[config.mk]
export PLATFORM = sky130hd
export DESIGN_NAME = keycode_cmd_ctrl
export DESIGN_NICKNAME = d
export VERILOG_FILES = /design/src/rtl/keycode_cmd_ctrl.sv
export SDC_FILE = /design/constraint.sdc
export NUM_CORES = 1
export LEC_CHECK = 0
export ABC_AREA = 1
export CAP_MARGIN = 30
export CORE_ASPECT_RATIO = 1.1
export CORE_UTILIZATION = 40
export CTS_BUF_LIST = sky130_fd_sc_hd__clkbuf_4 sky130_fd_sc_hd__clkbuf_8
export DETAILED_ROUTE_END_ITERATION = 6
export GPL_TIMING_DRIVEN = 0
export HOLD_SLACK_MARGIN = 0.15
export PLACE_DENSITY = 0.69
export SYNTH_ARGS = -nofsm -noshare
export SYNTH_HDL_FRONTEND = slang
export SYNTH_SLANG_ARGS = --single-unit
[constraint.sdc]
create_clock -name clk_clk -period 3.45 [get_ports clk_clk]
set_input_delay 1.035 -clock clk_clk [delete_from_list [all_inputs] [get_ports clk_clk]]
set_output_delay 1.035 -clock clk_clk [all_outputs]
set_load 0.005 [all_outputs]
[src/rtl/keycode_cmd_ctrl.sv]
// Frame-synchronous HID keycode to player-command controller: latches
// left/right/run state per frame and runs a one-jump-per-press request handshake.
module keycode_cmd_ctrl #(
    parameter logic [7:0]  KEY_LEFT     = 8'h04,
    parameter logic [7:0]  KEY_RIGHT    = 8'h07,
    parameter logic [7:0]  KEY_JUMP     = 8'h1A,
    parameter logic [7:0]  KEY_JUMP_ALT = 8'h2C,
    parameter int unsigned RUN_FRAMES   = 30,
    parameter int unsigned JUMP_TIMEOUT = 8
) (
    input  logic       clk_clk,
    input  logic       reset_reset_n,
    input  logic [7:0] keycode,
    input  logic       frame_tick,
    input  logic       jump_ack,
    output logic       move_left,
    output logic       move_right,
    output logic       facing_left,
    output logic       run,
    output logic       jump_req
);
    localparam int RW = $clog2(RUN_FRAMES + 1);
    localparam int TW = $clog2(JUMP_TIMEOUT + 1);
    localparam logic [RW-1:0] RUN_MAX  = RW'(RUN_FRAMES);
    localparam logic [TW-1:0] TMO_LAST = TW'(JUMP_TIMEOUT - 1);

    typedef enum logic [1:0] {IDLE, PEND, WAIT_REL} jump_state_t;

    logic [7:0]    r_kc_q;
    logic          w_is_left;
    logic          w_is_right;
    logic          w_jump_hit;
    logic          w_same_dir;
    logic [RW-1:0] r_run_cnt;
    logic [RW-1:0] w_run_cnt_nxt;
    logic          r_move_left;
    logic          r_move_right;
    logic          r_facing_left;
    logic          r_run;
    logic          r_jump_req;
    jump_state_t   r_state;
    logic [TW-1:0] r_tmo;

    assign w_is_left  = (r_kc_q == KEY_LEFT);
    assign w_is_right = (r_kc_q == KEY_RIGHT);
    assign w_jump_hit = (r_kc_q == KEY_JUMP) || (r_kc_q == KEY_JUMP_ALT);
    assign w_same_dir = (w_is_left && r_move_left) || (w_is_right && r_move_right);

    always_comb begin
        // NOTE: default first so every path assigns the signal and no latch is inferred.
        w_run_cnt_nxt = '0;
        if (w_same_dir) begin
            w_run_cnt_nxt = (r_run_cnt == RUN_MAX) ? RUN_MAX : r_run_cnt + RW'(1);
        end else if (w_is_left || w_is_right) begin
            w_run_cnt_nxt = RW'(1);
        end
    end

    // NOTE: reset is sampled on the clock edge, so it also overrides a same-cycle frame_tick.
    always_ff @(posedge clk_clk) begin
        if (!reset_reset_n) begin
            r_kc_q        <= '0;
            r_move_left   <= 1'b0;
            r_move_right  <= 1'b0;
            r_facing_left <= 1'b0;
            r_run_cnt     <= '0;
            r_run         <= 1'b0;
        end else begin
            r_kc_q <= keycode;
            if (frame_tick) begin
                r_move_left  <= w_is_left;
                r_move_right <= w_is_right;
                if (w_is_left) begin
                    r_facing_left <= 1'b1;
                end else if (w_is_right) begin
                    r_facing_left <= 1'b0;
                end
                r_run_cnt <= w_run_cnt_nxt;
                r_run     <= (w_run_cnt_nxt == RUN_MAX);
            end
        end
    end

    // Ack beats a coinciding frame_tick; WAIT_REL needs a key-free tick so a held key fires once.
    always_ff @(posedge clk_clk) begin
        if (!reset_reset_n) begin
            r_state    <= IDLE;
            r_jump_req <= 1'b0;
            r_tmo      <= '0;
        end else begin
            case (r_state)
                IDLE: begin
                    if (frame_tick && w_jump_hit) begin
                        r_state    <= PEND;
                        r_jump_req <= 1'b1;
                        r_tmo      <= '0;
                    end
                end
                PEND: begin
                    if (jump_ack) begin
                        r_state    <= WAIT_REL;
                        r_jump_req <= 1'b0;
                    end else if (frame_tick) begin
                        if (r_tmo == TMO_LAST) begin
                            r_state    <= WAIT_REL;
                            r_jump_req <= 1'b0;
                        end else begin
                            r_tmo <= r_tmo + TW'(1);
                        end
                    end
                end
                WAIT_REL: begin
                    if (frame_tick && !w_jump_hit) begin
                        r_state <= IDLE;
                    end
                end
                default: begin
                    r_state    <= IDLE;
                    r_jump_req <= 1'b0;
                end
            endcase
        end
    end

    assign move_left   = r_move_left;
    assign move_right  = r_move_right;
    assign facing_left = r_facing_left;
    assign run         = r_run;
    assign jump_req    = r_jump_req;

endmodule
==> impl_metrics.json <==
{
  "hp-class": "flop to flop",
  "synth_area_per_cell_um2": 6.83,
  "post-route-period-util_pct": 64.5,
  "root_buffer": "clkbuf_4",
  "cp_max_fo": 3,
  "start_util_pct": 43.7,
  "drv_slew": 0,
  "clock_latency_ns": 0.31,
  "crit_buf_inv": 1,
  "vias": 1186,
  "crit_path_end_kind": "output port",
  "antenna_found_initial": 0,
  "h-tree-depth": 1,
  "cts_resized": 0,
  "synth-edff-count": 0,
  "crit_slowest_cell": "clkdlybuf4s50_1",
  "gr-total-overflow": 0,
  "ys_seq_area_share_pct": 38.2,
  "outcome": "completed",
  "cts_setup_buffers": 0,
  "syn_nets": 199,
  "ys.warnings.count": 0,
  "wire_per_inst_um": 9.89,
  "grt_pass1_vias": 1009,
  "boundaryPins": 17,
  "rsz0062_at_grt": "false",
  "synth_ff_type": "dfxtp_1",
  "grt_pass1_wl_um": 3970,
  "fill_cells": 275,
  "coreArea_mm2": 0.00288,
  "cts_made_buffers": 3,
  "place_worst_setup_slack_ns": 1.02,
  "hold_viol_final": 0,
  "cts.clk_slew.worst_paths_ns": 0.13,
  "gp_congestion": 0.825,
  "maxCapViolations": 0,
  "avgViaCountPerCell": 5.00,
  "power_density_mw_per_mm2": 323,
  "setup-tns-final_ns": 0,
  "synth_top_cell_by_area": "dfxtp_1",
  "fin_ws_ns": 1.22,
  "grt_max_degree": 14,
  "fmax_ghz": 0.449,
  "antenna_cells": 0,
  "synthArstFlopShare_pct": 0,
  "syn_to_final_growth_pct": 18.9,
  "synth_top_area_share_pct": 38.2,
  "clockBufferDepth": 2,
  "drive_above_1_share_pct": 10.3,
  "drc": 0,
  "drt_iter0_markers": 49,
  "final_nets": 220,
  "crit_chain": "clkdlybuf4s50_1",
  "portBuffers": 16,
  "synthTopCellsByCount": "nand2_1 (41), inv_1 (30), dfxtp_1 (24), nand3_1 (22), a21oi_1 (16)",
  "grtUsageTotal_pct": 15.0,
  "die-area_mm2": 0.00337,
  "slew_headroom_pct": 64.7,
  "setup_viol": 0,
  "wl_um": 2340,
  "cts_tree": "done",
  "p_leak_nw": 0.665,
  "synth_most_common_cell": "nand2_1",
  "cp_data_arrival_time_ns": 1.19,
  "drtAntennaViolNets": 0,
  "crit_path_max_incr_delay_ns": 0.51,
  "cts_num_sinks": 24,
  "ir_worst_vdd_uv": 242,
  "fp-row-count": 20,
  "ys_types": 24,
  "worst_pin_slew_ns": 0.530,
  "worstSetupPathType": "flop to output port",
  "synth_area_leaders": "dfxtp_1 (38%), nand2_1 (12%), inv_1 (9.0%)",
  "start_kind": "flop",
  "synth-seq-cells": 24,
  "totalPowerFinal_mw": 0.483,
  "critical_path_required_ns": 2.41,
  "cp_top_family": "buffers and inverters",
  "die_h_um": 60.8,
  "hold_slack_ns": 0.475,
  "place.detailed.hpwl_um": 1830,
  "finalCriticalPeriod_ns": 2.23,
  "syn_area_mm2": 0.00126,
  "dp_cells": 233,
  "final_cells": 237,
  "holdBufCountCts": 0,
  "clock_skew_ns": 0.00327,
  "die_w_um": 55.4,
  "drt_pass1_iterations": 4,
  "netlist_instances": 184
}
[cell type report]
class | count | area (um^2) | area share [%]
Buffer | 3 | 12.5 | 0.838
Clock buffer | 4 | 36.3 | 2.43
Inverter | 31 | 116 | 7.79
Multi-Input combinational cell | 126 | 647 | 43.3
Sequential cell | 24 | 480 | 32.2
Tap cell | 33 | 41.3 | 2.76
Timing Repair Buffer | 16 | 160 | 10.7
[cells in the final DEF, fill, tap and decap left out]
master,Yosys,layout
nand2_1,41,41
o21ai_0,3,3
o21ai_2,1,1
nand3_2,2,2
nand3_4,1,1
o21ai_1,1,1
nor2_1,14,14
clkdlybuf4s50_1,0,16
nand3b_1,2,2
a21oi_2,1,1
nand2_2,3,3
or2_2,1,1
or2_1,1,1
o21a_1,1,1
nand4_1,6,6
clkbuf_1,2,2
dfxtp_1,24,24
buf_2,1,1
a21oi_1,16,16
clkbuf_4,0,3
nor2_2,6,6
ha_1,3,3
inv_2,1,1
nand3_1,22,22
clkbuf_8,0,1
inv_1,30,30
a41oi_1,1,1
[metrics by stage]
stage	utilization, %	instance area [um^2]
after floorplan	-	1260
after global placement	50.7	1460
after detailed placement	50.7	1460
after CTS	51.9	1490
after global routing	51.9	1490
final	51.9	1490
[report_power, final]
group	switching, mW	internal, mW	total (mW)
registers	0.00444	0.284	0.288
logic	0.0254	0.0211	0.0465
clock network	0.0834	0.0645	0.148
total	0.113	0.370	0.483
[final timing paths]
| kind | from | to | slack (ns) | cells after the start |
|---|---|---|---|---|
| setup reg to reg | r_tmo[0] | r_tmo[1] | 2.05 | 7 |
| hold / removal | facing_left | facing_left | 0.48 | 2 |
| hold reg to reg | facing_left | facing_left | 0.48 | 2 |
| setup / recovery | move_right | move_right | 1.22 | 1 |
[cell families (layout without fill, tap and decap cells)]
family                   after synthesis  after routing  synth area share [%]
adder cells (fa/ha/maj)                3              3                  2.99
AO/OA/AOI/OAI                         24             24                  10.7
flip-flops                            24             24                  38.2
buffers and inverters                 34             54                  10.3
AND/OR/NAND/NOR                       99             99                  37.9
[state kept, by name, summed over array words and instances, names as in the netlist, 2 cells and up]
name / count
r_state: 2
r_run_cnt: 5
r_tmo: 4
r_kc_q: 8
[metal layers]
metal / GRT usage (%) / routed length (um) / vias to the layer above
li1: - / - / 631
met1: 16.9 / 1040 / 520
met2: 27.7 / 1200 / 31
met3: 2.77 / 75 / 4
met4: 7.86 / 28 / 0
met5: 0 / 0 / -
Power figures use the tool's default switching activity.
